`config.mk`:
```
export PLATFORM = sky130hd
export DESIGN_NAME = parking_lane_arbiter_flat
export DESIGN_NICKNAME = d
export VERILOG_FILES = /design/src/rtl/parking_lane_arbiter_if.sv /design/src/rtl/parking_lane_arbiter.sv /design/src/flat_wrapper.sv
export SDC_FILE = /design/constraint.sdc
export NUM_CORES = 1
export LEC_CHECK = 0
export BUFFER_PORTS_ARGS = -buffer_cell sky130_fd_sc_hd__buf_2
export CAP_MARGIN = 0
export CORE_ASPECT_RATIO = 1.25
export CORE_MARGIN = 3
export CORE_UTILIZATION = 55
export DETAILED_ROUTE_END_ITERATION = 7
export GPL_TIMING_DRIVEN = 0
export PLACE_DENSITY_LB_ADDON = 0.25
export SYNTH_ARGS = -nofsm -noshare
export SYNTH_HDL_FRONTEND = slang
export SYNTH_SLANG_ARGS = --single-unit
```
`constraint.sdc`:
```
create_clock -name clk -period 2.9 [get_ports clk]
set_clock_uncertainty 0.2 [all_clocks]
set_input_delay 0.58 -clock clk [delete_from_list [all_inputs] [get_ports clk]]
set_output_delay 0.58 -clock clk [all_outputs]
set_load 0.01 [all_outputs]
```
`src/rtl/parking_lane_arbiter_if.sv`:
```
// Lane/gate-controller handshake bundle for the parking lane arbiter.
// The master side drives lane requests and gate events; the slave side is the arbiter.
interface parking_lane_arbiter_if #(
  parameter int CNT_W = 4
);
  logic [1:0]       lane_req;
  logic             gate_done;
  logic             gate_blocked;
  logic             vehicle_exit;
  logic             ctl_arrival;
  logic [1:0]       lane_grant;
  logic [CNT_W-1:0] occupancy;
  logic             full;
  logic             timeout_err;
  logic             blocked;

  modport master (
    output lane_req, gate_done, gate_blocked, vehicle_exit,
    input  ctl_arrival, lane_grant, occupancy, full, timeout_err, blocked
  );

  modport slave (
    input  lane_req, gate_done, gate_blocked, vehicle_exit,
    output ctl_arrival, lane_grant, occupancy, full, timeout_err, blocked
  );
endinterface

```
`src/rtl/parking_lane_arbiter.sv`:
```
// Round-robin arbiter sharing one PIN-check/gate controller between two entry lanes,
// with lot occupancy tracking, grant timeout and a sticky blocked lock-out.
module parking_lane_arbiter #(
  parameter int NUM_SPACES = 8,
  parameter int CNT_W      = 4,
  parameter int TIMEOUT    = 64
) (
  input logic                    clk,
  input logic                    rst,
  parking_lane_arbiter_if.slave  bus
);

  localparam int TW = (TIMEOUT > 2) ? $clog2(TIMEOUT) : 1;

  typedef enum logic [1:0] {
    IDLE      = 2'd0,
    GRANT     = 2'd1,
    WAIT_DONE = 2'd2,
    BLOCKED   = 2'd3
  } state_e;

  state_e           state_q;
  logic             rr_q;
  logic [TW-1:0]    tmo_q;
  logic [CNT_W-1:0] occ_q;
  logic [CNT_W-1:0] occ_d;
  logic [1:0]       grant_q;
  logic             arrival_q;
  logic             full_q;
  logic             terr_q;
  logic             blocked_q;
  logic             inc_s;
  logic             pick_s;

  // Occupancy next-state: blocked outranks gate_done, so a blocked cycle never counts an entry
  always_comb begin
    inc_s = (state_q == WAIT_DONE) && !bus.gate_blocked && bus.gate_done;
    occ_d = occ_q;
    if (inc_s && bus.vehicle_exit) begin
      occ_d = occ_q;
    end else if (inc_s && (occ_q != CNT_W'(NUM_SPACES))) begin
      occ_d = occ_q + CNT_W'(1);
    end else if (bus.vehicle_exit && (occ_q != {CNT_W{1'b0}})) begin
      occ_d = occ_q - CNT_W'(1);
    end else begin
      occ_d = occ_q;
    end
  end

  // Lane selection: round-robin pointer only matters when both lanes request
  always_comb begin
    pick_s = 1'b0;
    if (bus.lane_req == 2'b11) begin
      pick_s = rr_q;
    end else if (bus.lane_req == 2'b10) begin
      pick_s = 1'b1;
    end else begin
      pick_s = 1'b0;
    end
  end

  // Arbitration FSM with all outputs registered alongside the state transitions
  always_ff @(posedge clk) begin
    if (rst) begin
      state_q   <= IDLE;
      rr_q      <= 1'b0;
      tmo_q     <= {TW{1'b0}};
      occ_q     <= {CNT_W{1'b0}};
      grant_q   <= 2'b00;
      arrival_q <= 1'b0;
      full_q    <= 1'b0;
      terr_q    <= 1'b0;
      blocked_q <= 1'b0;
    end else begin
      occ_q     <= occ_d;
      full_q    <= (occ_d == CNT_W'(NUM_SPACES));
      arrival_q <= 1'b0;
      terr_q    <= 1'b0;
      case (state_q)
        IDLE: begin
          if (!full_q && (bus.lane_req != 2'b00)) begin
            state_q <= GRANT;
            grant_q <= pick_s ? 2'b10 : 2'b01;
          end else begin
            state_q <= IDLE;
          end
        end
        GRANT: begin
          arrival_q <= 1'b1;
          tmo_q     <= {TW{1'b0}};
          state_q   <= WAIT_DONE;
        end
        WAIT_DONE: begin
          if (bus.gate_blocked) begin
            state_q   <= BLOCKED;
            grant_q   <= 2'b00;
            blocked_q <= 1'b1;
          end else if (bus.gate_done) begin
            state_q <= IDLE;
            grant_q <= 2'b00;
            rr_q    <= ~grant_q[1];
          end else if (tmo_q == TW'(TIMEOUT - 1)) begin
            state_q <= IDLE;
            grant_q <= 2'b00;
            rr_q    <= ~grant_q[1];
            terr_q  <= 1'b1;
          end else begin
            tmo_q <= tmo_q + TW'(1);
          end
        end
        BLOCKED: begin
          grant_q   <= 2'b00;
          blocked_q <= 1'b1;
        end
        default: begin
          state_q   <= IDLE;
          grant_q   <= 2'b00;
          blocked_q <= 1'b0;
        end
      endcase
    end
  end

  assign bus.ctl_arrival = arrival_q;
  assign bus.lane_grant  = grant_q;
  assign bus.occupancy   = occ_q;
  assign bus.full        = full_q;
  assign bus.timeout_err = terr_q;
  assign bus.blocked     = blocked_q;

endmodule

```
`src/flat_wrapper.sv`:
```
// flat-port wrapper written by rule: the top's interface ports become plain ports
module parking_lane_arbiter_flat 
#(
  parameter int NUM_SPACES = 8,
  parameter int CNT_W      = 4,
  parameter int TIMEOUT    = 64
)
  (clk, rst, bus_lane_req, bus_gate_done, bus_gate_blocked, bus_vehicle_exit, bus_ctl_arrival, bus_lane_grant, bus_occupancy, bus_full, bus_timeout_err, bus_blocked);
  parking_lane_arbiter_if #(.CNT_W(CNT_W)) bus_i ();
  input logic clk;
  input logic rst;
  input wire logic [$bits(bus_i.lane_req)-1:0] bus_lane_req;
  input wire logic [$bits(bus_i.gate_done)-1:0] bus_gate_done;
  input wire logic [$bits(bus_i.gate_blocked)-1:0] bus_gate_blocked;
  input wire logic [$bits(bus_i.vehicle_exit)-1:0] bus_vehicle_exit;
  output wire logic [$bits(bus_i.ctl_arrival)-1:0] bus_ctl_arrival;
  output wire logic [$bits(bus_i.lane_grant)-1:0] bus_lane_grant;
  output wire logic [$bits(bus_i.occupancy)-1:0] bus_occupancy;
  output wire logic [$bits(bus_i.full)-1:0] bus_full;
  output wire logic [$bits(bus_i.timeout_err)-1:0] bus_timeout_err;
  output wire logic [$bits(bus_i.blocked)-1:0] bus_blocked;
  assign bus_i.lane_req = bus_lane_req;
  assign bus_i.gate_done = bus_gate_done;
  assign bus_i.gate_blocked = bus_gate_blocked;
  assign bus_i.vehicle_exit = bus_vehicle_exit;
  assign bus_ctl_arrival = bus_i.ctl_arrival;
  assign bus_lane_grant = bus_i.lane_grant;
  assign bus_occupancy = bus_i.occupancy;
  assign bus_full = bus_i.full;
  assign bus_timeout_err = bus_i.timeout_err;
  assign bus_blocked = bus_i.blocked;
  parking_lane_arbiter #(.NUM_SPACES(NUM_SPACES), .CNT_W(CNT_W), .TIMEOUT(TIMEOUT)) u_core (.clk(clk), .rst(rst), .bus(bus_i));
endmodule
```
==> results of run 1 <==
-- synthesized netlist by cell type, types with 2 or more instances --
library cell,instances
a21oi_1,9
dfxtp_1,19
xnor2_1,4
inv_1,7
nor2b_1,2
nand2b_1,3
o21ai_0,6
nand4_1,2
o21a_1,3
nand2_1,11
xor2_1,3
nor2_1,13
o211ai_1,2
nand3b_1,2
nor4b_1,2
nand3_1,7
mux2i_1,3
ha_1,8
-- layer usage --
layer  vias up  routed length (µm)
met3         7                  88
met5         -                   0
li1        485                   -
met1       463                 896
met4         0                  53
met2        20                1150
-- registers in the layout, indices dropped and copies added (netlist names) --
name / cells
u_core.bus.ctl_arrival: 1
u_core.tmo_q: 6
u_core.bus.full: 1
u_core.state_q: 2
u_core.rr_q: 1
u_core.bus.blocked: 1
u_core.bus.lane_grant: 2
u_core.bus.occupancy: 4
u_core.bus.timeout_err: 1
-- path summary, 6_finish.rpt --
kind | start | end
setup / recovery | u_core.state_q[0]$_SDFFE_PP0P_ | u_core.bus.full$_SDFF_PP0_
hold / removal | u_core.bus.lane_grant[1]$_SDFFE_PP0P_ | u_core.bus.lane_grant[1]$_SDFFE_PP0P_
setup reg to reg | u_core.state_q[0]$_SDFFE_PP0P_ | u_core.bus.full$_SDFF_PP0_
hold reg to reg | u_core.bus.lane_grant[1]$_SDFFE_PP0P_ | u_core.bus.lane_grant[1]$_SDFFE_PP0P_
-- cell families after synthesis --
group | Yosys count | share of synthesized area, %
AO/OA/AOI/OAI | 27 | 16.7
XOR/XNOR | 7 | 5.46
adder cells (fa/ha/maj) | 8 | 8.92
buffers and inverters | 10 | 4.35
flip-flops | 19 | 33.9
multiplexers | 4 | 3.68
AND/OR/NAND/NOR | 52 | 27.0
-- report_power, final --
part	internal, W	leakage, nW	switching (W)	total, W
Sequential	0.000299	0.154	0.0000367	0.000336
Combinational	0.000151	0.340	0.000181	0.000332
Clock	0.0000514	0.0177	0.0000811	0.000133
-- worst max-delay path: cells and delay by family (launching register included) --
| family | cells | cell delay (ns) |
|---|---|---|
| and+or+nand+nor | 3 | 0.47 |
| DFF | 1 | 0.41 |
| muxes | 1 | 0.31 |
| AOI/OAI and AO/OA | 1 | 0.30 |
| buffers and inverters | 2 | 0.22 |
| adders and majority gates | 1 | 0.21 |
-- metrics by stage --
| stage | util, % | setup slack [ns] | hold WS (ns) | total power (W) | instance area (µm²) |
|---|---|---|---|---|---|
| after floorplan | - | 0.817 | 0.258 | 0.000582 | 1120 |
| after global placement | 66.3 | 0.709 | 0.249 | 0.000658 | 1230 |
| after detailed placement | 66.3 | 0.715 | 0.265 | 0.000674 | 1230 |
| after CTS | 67.7 | 0.669 | 0.279 | 0.000806 | 1250 |
| after global routing | 67.7 | 0.542 | 0.299 | 0.000865 | 1250 |
| final | 67.7 | 0.692 | 0.275 | 0.000800 | 1250 |
-- cell type report --
class,count,area (µm²)
Sequential cell,19,380
Clock buffer,3,22.5
Tap cell,19,23.8
Clock inverter,1,5.00
Fill cell,165,597
Timing Repair Buffer,16,80.1
Inverter,7,26.3
Multi-Input combinational cell,98,693
Buffer,3,22.5
-- placed cells by master, fill, tap and decap left out, types with 2 or more instances in the layout --
master	n
a21oi_1	9
buf_2	16
clkbuf_4	3
dfxtp_1	19
ha_1	8
inv_1	7
mux2i_1	3
nand2_1	11
nand2b_1	3
nand3_1	7
nand3b_1	2
nand4_1	2
nor2_1	13
nor2b_1	2
nor4b_1	2
o211ai_1	2
o21a_1	3
o21ai_0	6
xnor2_1	4
xor2_1	3
==> impl_metrics.json, run 1 <==
{
  "h-tree-depth": 1,
  "critPathArrivalTime_ns": 2.22,
  "drtIter0Drc": 18,
  "crit_slowest_cell": "dfxtp_1",
  "async_flop_share_pct": 0,
  "crit_type": "register to register",
  "grt.busiest_layer": "met2",
  "dpl.cell_count": 162,
  "synth.yosys.seq_area_share_pct": 33.9,
  "rsz0062_at_grt": "false",
  "grt_util_met1_pct": 20.7,
  "tritoncts": "built",
  "maxCapViolations": 0,
  "cts.sinks": 19,
  "synth_area_leaders": "dfxtp_1 (34%), ha_1 (8.9%), nor2_1 (4.3%)",
  "cts_setup_buffers": 0,
  "grt_pass1_vias": 968,
  "antenna_found_initial": 0,
  "timing.final.crit_share_pct": 76.1,
  "wl_per_cell_um": 13.2,
  "crit_fanout": 9,
  "drc": 0,
  "synth_area_per_cell_um2": 8.84,
  "hold_viol": 0,
  "hold_depth": 2,
  "core.rowCount": 17,
  "die_x_um": 46.4,
  "synth_area_leader_cell": "dfxtp_1",
  "period_minus_slack_ns": 2.21,
  "synth_warnings": 0,
  "vias_per_cell": 5.87,
  "drive_above_1_share_pct": 20.4,
  "synth_area_um2": 1120,
  "critPathLaunchType": "register",
  "setup_violations": 0,
  "slew_headroom_pct": 70.8,
  "firstDrtPassIters": 4,
  "rrSetupSlack_ns": 0.69,
  "synthCells": 127,
  "ys_types": 39,
  "required_ns": 2.92,
  "ant_nets": 0,
  "core_area_um2": 1850,
  "place.gp.congestion": 0.752,
  "slew_viol_final": 0,
  "final_cells": 166,
  "start_util_pct": 60.6,
  "outcome": "finished clean",
  "grtUsageMet2_pct": 34.1,
  "ios": 17,
  "die_h_um": 56.5,
  "wl_um": 2190,
  "syn-num-nets": 142,
  "grt_pass1_wl_um": 3860,
  "area_growth_pct": 11.7,
  "grt_max_degree": 12,
  "cts_root_buf": "clkbuf_4",
  "grtUsageTotal_pct": 19.6,
  "max_stage_delay_ns": 0.41,
  "critPathCaptureType": "register",
  "synth_top_area_share_pct": 33.9,
  "hold_buffers": 0,
  "worst_pin_slew_ns": 0.438,
  "crit_chain": "inv_1 > ha_1 > buf_6 > and3b_2 > nand2b_4 > mux2_1 > o32a_1 > nor4_2",
  "dominantRegCellSynth": "dfxtp_1",
  "grt.overflow.total": 0,
  "dp_hpwl_um": 1710,
  "synth_edf_count": 0,
  "antenna_cells": 0,
  "portBuffers": 16,
  "numCtsBuffers": 3,
  "ctsResizeCount": 0,
  "hold_path.class": "register to register",
  "rr_worst_depth": 8,
  "max_freq_mhz": 453,
  "final.setup.tns_ns": 0,
  "clock_tree.buffer_depth": 2,
  "powerDensity_nw_per_um2": 638,
  "ir_worst_vdd_uv": 426,
  "vias": 975,
  "fp.dieArea_um2": 2620,
  "clk_latency_ns": 0.30,
  "use_met3_pct": 4.17,
  "p_leak_nw": 0.512,
  "ys_ff_latch": 19,
  "clk_pin_slew_worst_paths_ns": 0.11,
  "fin_nets": 163
}
Note: power is estimated with default switching activity, not from simulation.
==> inputs of run 2 (changes only) <==
- CORE_UTILIZATION: 55 -> 50
- clock period: 2.9 -> 1.9 ns (I/O delays scaled with it)
==> run 2 against run 1 <==
  * Cell count is 11% higher
  * Register-to-register slack got worse by 0.75 ns
  * Maximum frequency is 12% higher
  * Sequential share of layout area fell by 2.4 points
  * Via count is 4.5% higher
  * The run now ends with negative setup slack left
  * Highest routed layer unchanged
==> impl_metrics.json, run 2 (same netlist as run 1, synthesis figures left out) <==
{
  "tritoncts": "built",
  "numCtsBuffers": 3,
  "die_x_um": 48.4,
  "h-tree-depth": 1,
  "critPathLaunchType": "register",
  "grtUsageTotal_pct": 18.8,
  "clk_pin_slew_worst_paths_ns": 0.11,
  "p_switching_w": 0.000505,
  "violations": "negative setup slack",
  "dpl.cell_count": 173,
  "hold_buffers": 0,
  "critPathCaptureType": "register",
  "p_comb_share_pct": 48.0,
  "hp-start": "rst",
  "worst_r2r_startpoint": "u_core.state_q[0]$_SDFFE_PP0P_",
  "slew_viol_final": 0,
  "total_power_w": 0.00138,
  "setup_violations": 1,
  "area_growth_pct": 27.9,
  "outcome": "finished with violations",
  "drc": 0,
  "place.gp.congestion": 0.823,
  "grt.overflow.total": 0,
  "ant_nets": 0,
  "max_freq_mhz": 510,
  "required_ns": 1.92,
  "utilization_pct": 70.0,
  "clock_tree.buffer_depth": 2,
  "start_util_pct": 54.8,
  "firstDrtPassIters": 4,
  "hold_viol": 0,
  "antenna_found_initial": 0,
  "vias": 1019,
  "power.internal_w": 0.000874,
  "die_h_um": 59.0,
  "fin_nets": 171,
  "maxCapViolations": 0,
  "rsz0062_at_grt": "true",
  "final_cells": 185,
  "core_area_um2": 2050,
  "crit_type": "register to register",
  "drtIter0Drc": 22,
  "p_clk_share_pct": 14.7,
  "dpl_cell_area_um2": 1270,
  "worst_pin_slew_ns": 0.496,
  "period_minus_slack_ns": 1.96,
  "vias_per_cell": 5.51,
  "portBuffers": 16,
  "regMostFlops": "u_core.tmo_q",
  "pre_cts_slack_ns": -0.210,
  "p_seq_share_pct": 37.3,
  "grt_pass1_wl_um": 4200,
  "powerDensity_nw_per_um2": 961,
  "crit_fanout": 6,
  "layout_commonest_cell": "buf_2",
  "cts.sinks": 19,
  "p_leak_nw": 0.567,
  "dp_hpwl_um": 1690,
  "final_cell_mix": "buf_2 (16), nor2_1 (13), dfxtp_1 (13)",
  "fin_area_um2": 1440,
  "fp.dieArea_um2": 2850,
  "clk_latency_ns": 0.30,
  "core.rowCount": 18,
  "cts_root_buf": "clkbuf_4",
  "ir_worst_vdd_uv": 679,
  "wl_um": 2440,
  "ios": 17,
  "grt_max_degree": 11,
  "antenna_cells": 0,
  "wl_per_cell_um": 13.2,
  "slew_headroom_pct": 66.9,
  "swShare_pct": 36.6,
  "finalWorstSetupSlack_ns": -0.0625,
  "timing.final.crit_share_pct": 103,
  "critPathArrivalTime_ns": 1.99,
  "hold_path.class": "primary input to register",
  "drive_above_1_share_pct": 34.8,
  "crit_start": "u_core.state_q[0]$_SDFFE_PP0P_",
  "grt_pass1_vias": 987,
  "largest_reg_flops": 6
}
-- run 2: cell types whose count changed in the layout (fill, tap and decap cells not counted), moves of 3 or more --
cell	before	now
buf_4	1	9
dfxtp_1	19	13
dfxtp_4	0	5
ha_1	8	5
ha_4	0	3
inv_1	7	4
-- run 2: worst paths after layout --
kind	endpoint	slack, ns	cells past startpoint
setup reg to reg	u_core.bus.full$_SDFF_PP0_	-0.06	7
hold reg to reg	u_core.bus.lane_grant[1]$_SDFFE_PP0P_	0.28	2
setup / recovery	u_core.bus.full$_SDFF_PP0_	-0.06	7
hold / removal	u_core.tmo_q[1]$_SDFFE_PP0P_	0.13	2
-- run 2: area by class of cell --
cell class	instances	area, µm²
Tap cell	30	37.5
Buffer	2	11.3
Timing Repair Buffer	25	151
Multi-Input combinational cell	98	779
Clock buffer	4	26.3
Fill cell	163	614
Inverter	7	28.8
Sequential cell	19	400
-- run 2: power by group through the flow --
stage | registers, W | clock network [W] | logic (W)
2_1_floorplan | 0.000544 | 0 | 0.000375
4_1_cts | 0.000523 | 0.000210 | 0.000616
3_5_place_dp | 0.000532 | 0 | 0.000525
5_1_grt | 0.000523 | 0.000226 | 0.000727
6_report | 0.000514 | 0.000203 | 0.000662
3_3_place_gp | 0.000527 | 0 | 0.000513
-- run 2: metal layers --
metal  part of all wire, %  track usage [%]  wire length, µm
met4                   1.9             10.6               46
met1                    41             20.3              993
met5                     0                0                0
met3                   2.4             2.52               58
met2                    55             35.8             1340
-- run 2: critical path: stages (launching register included) --
cell,delay [ns]
dfxtp_4,0.37
inv_4,0.04
ha_4,0.17
and3b_2,0.26
nand2b_4,0.11
mux2_4,0.30
o32a_1,0.31
nor4_2,0.13
-- run 2: through the flow --
step           hold slack [ns]  setup TNS, ns
2_1_floorplan            0.249         -0.112
3_3_place_gp             0.261         -0.479
3_5_place_dp             0.271         -0.668
4_1_cts                  0.131         -0.117
5_1_grt                  0.149         -0.315
6_report                 0.132        -0.0625
-- run 2: repair_timing --
item	CTS	global route
setup endpoints to repair	7	8
pin swaps	4	3
setup buffers	6	3
gates resized for setup	16	7
==> inputs of run 3 (changes only) <==
- CORE_UTILIZATION: 50 -> 35
==> run 3 against run 2 <==
  * The run still ends with negative setup slack left
  * Register-to-register slack is essentially flat
  * Count of clock-buffer cells in the layout shrank 1
  * Clock power grew 2%
  * Sequential power is essentially flat
  * Die area grew 38%
  * Maximum frequency shrank 0.25%
  * Global-route usage shrank 3.7 points
  * Routed wire length grew 15%
  * Power grew 6.0%
  * Combinational power grew 11%
  * Largest power group unchanged
==> impl_metrics.json, run 3 (same netlist as run 1, synthesis figures left out) <==
{
  "critPathArrivalTime_ns": 2.00,
  "clk_pin_slew_worst_paths_ns": 0.12,
  "hold_viol": 0,
  "ir_worst_vdd_uv": 606,
  "ios": 17,
  "antenna_found_initial": 0,
  "swShare_pct": 37.7,
  "cts.sinks": 19,
  "firstDrtPassIters": 4,
  "maxCapViolations": 0,
  "grtUsageTotal_pct": 15.2,
  "place.gp.congestion": 0.832,
  "p_leak_nw": 0.614,
  "fin_area_um2": 1520,
  "p_switching_w": 0.000551,
  "worst_pin_slew_ns": 0.462,
  "drc": 0,
  "p_clk_share_pct": 14.2,
  "grt.overflow.total": 0,
  "violations": "negative setup slack",
  "clock_tree.buffer_depth": 2,
  "finalWorstSetupSlack_ns": -0.0674,
  "powerDensity_nw_per_um2": 963,
  "timing.final.crit_share_pct": 104,
  "crit_start": "u_core.state_q[0]$_SDFFE_PP0P_",
  "power.internal_w": 0.000911,
  "critPathLaunchType": "register",
  "dpl.cell_count": 179,
  "fillerInstances": 292,
  "period_minus_slack_ns": 1.97,
  "p_seq_share_pct": 35.3,
  "crit_type": "register to register",
  "hp-start": "rst",
  "antenna_cells": 0,
  "regMostFlops": "u_core.tmo_q",
  "p_comb_share_pct": 50.5,
  "wl_per_cell_um": 14.1,
  "fp.dieArea_um2": 3930,
  "hold_path.class": "primary input to register",
  "final_cells": 199,
  "rsz0062_at_grt": "true",
  "grt_pass1_vias": 1120,
  "dp_hpwl_um": 1800,
  "max_freq_mhz": 508,
  "grt_pass1_wl_um": 4840,
  "layout_commonest_cell": "buf_2",
  "die_h_um": 69.3,
  "area_growth_pct": 35.3,
  "critPathCaptureType": "register",
  "portBuffers": 16,
  "wl_um": 2810,
  "hold_buffers": 0,
  "outcome": "finished with violations",
  "core.rowCount": 22,
  "ant_nets": 0,
  "final_cell_mix": "buf_2 (16), buf_4 (14), nor2_1 (13), dfxtp_1 (13), nand2_1 (10)",
  "vias": 1029,
  "largest_reg_flops": 6,
  "worst_r2r_startpoint": "u_core.state_q[0]$_SDFFE_PP0P_",
  "h-tree-depth": 1,
  "slew_headroom_pct": 69.2,
  "numCtsBuffers": 3,
  "start_util_pct": 37.4,
  "vias_per_cell": 5.17,
  "total_power_w": 0.00146,
  "core_area_um2": 3000,
  "clk_latency_ns": 0.30,
  "crit_fanout": 3,
  "drive_above_1_share_pct": 41.1,
  "cts_root_buf": "clkbuf_4",
  "drtIter0Drc": 21,
  "grt_max_degree": 12,
  "fin_nets": 179,
  "tritoncts": "built",
  "dpl_cell_area_um2": 1280,
  "setup_violations": 4,
  "slew_viol_final": 0,
  "die_x_um": 56.7,
  "required_ns": 1.93
}
run 3: critical path, cell delays in order, from the launching register on:
cell and delay (ns):
dfxtp_4 0.38, inv_4 0.04, ha_4 0.16, buf_6 0.11, nor3b_4 0.15, o21ai_4 0.08
o311ai_4 0.12, or4_1 0.52, a21oi_1 0.13
run 3: metrics by stage:
step	worst slack, ns	TNS (ns)	hold slack, ns	utilization (%)
after floorplan	-0.0679	-0.112	0.249	-
after global placement	-0.196	-0.569	0.257	42.5
after detailed placement	-0.209	-0.727	0.268	42.5
after CTS	-0.181	-0.313	0.120	50.0
after global routing	-0.185	-0.561	0.146	50.6
final	-0.0674	-0.132	0.136	50.6
run 3: layout make-up:
| cell class | count | area [µm²] | share of cell area, % |
|---|---|---|---|
| clock inverter | 1 | 5.00 | 0.329 |
| sequential | 19 | 398 | 26.2 |
| buffer | 2 | 11.3 | 0.741 |
| inverter | 7 | 31.3 | 2.06 |
| tap | 36 | 45.0 | 2.97 |
| timing repair buffer | 33 | 223 | 14.7 |
| clock buffer | 3 | 22.5 | 1.48 |
| multi-input combinational | 98 | 783 | 51.6 |
run 3: what timing repair did:
item                       CTS  global route
pin swaps                   13             6
setup buffers               17             2
resized for setup           25             5
hold endpoints to repair     0             0
setup endpoints to repair    8            13
run 3: worst paths after layout:
kind | end | slack, ns | cells after the start
max | u_core.bus.lane_grant[1]$_SDFFE_PP0P_ | -0.07 | 8
min reg2reg | u_core.bus.lane_grant[1]$_SDFFE_PP0P_ | 0.28 | 2
max reg2reg | u_core.bus.lane_grant[1]$_SDFFE_PP0P_ | -0.07 | 8
min | u_core.tmo_q[1]$_SDFFE_PP0P_ | 0.14 | 2
run 3: metal layers:
| layer | share of wire (%) | up-vias | global-route usage (%) |
|---|---|---|---|
| li1 | - | 519 | - |
| met1 | 43 | 482 | 16.7 |
| met2 | 53 | 26 | 27.1 |
| met3 | 3.6 | 2 | 2.23 |
| met4 | 0.64 | 0 | 8.18 |
| met5 | 0 | - | 0 |
run 3: power by group through the flow:
stage	Clock (W)	Combinational [W]	Sequential, W
3_5_place_dp	0	0.000529	0.000537
4_1_cts	0.000215	0.000715	0.000514
2_1_floorplan	0	0.000375	0.000544
3_3_place_gp	0	0.000520	0.000528
6_report	0.000208	0.000738	0.000516
5_1_grt	0.000233	0.000795	0.000522
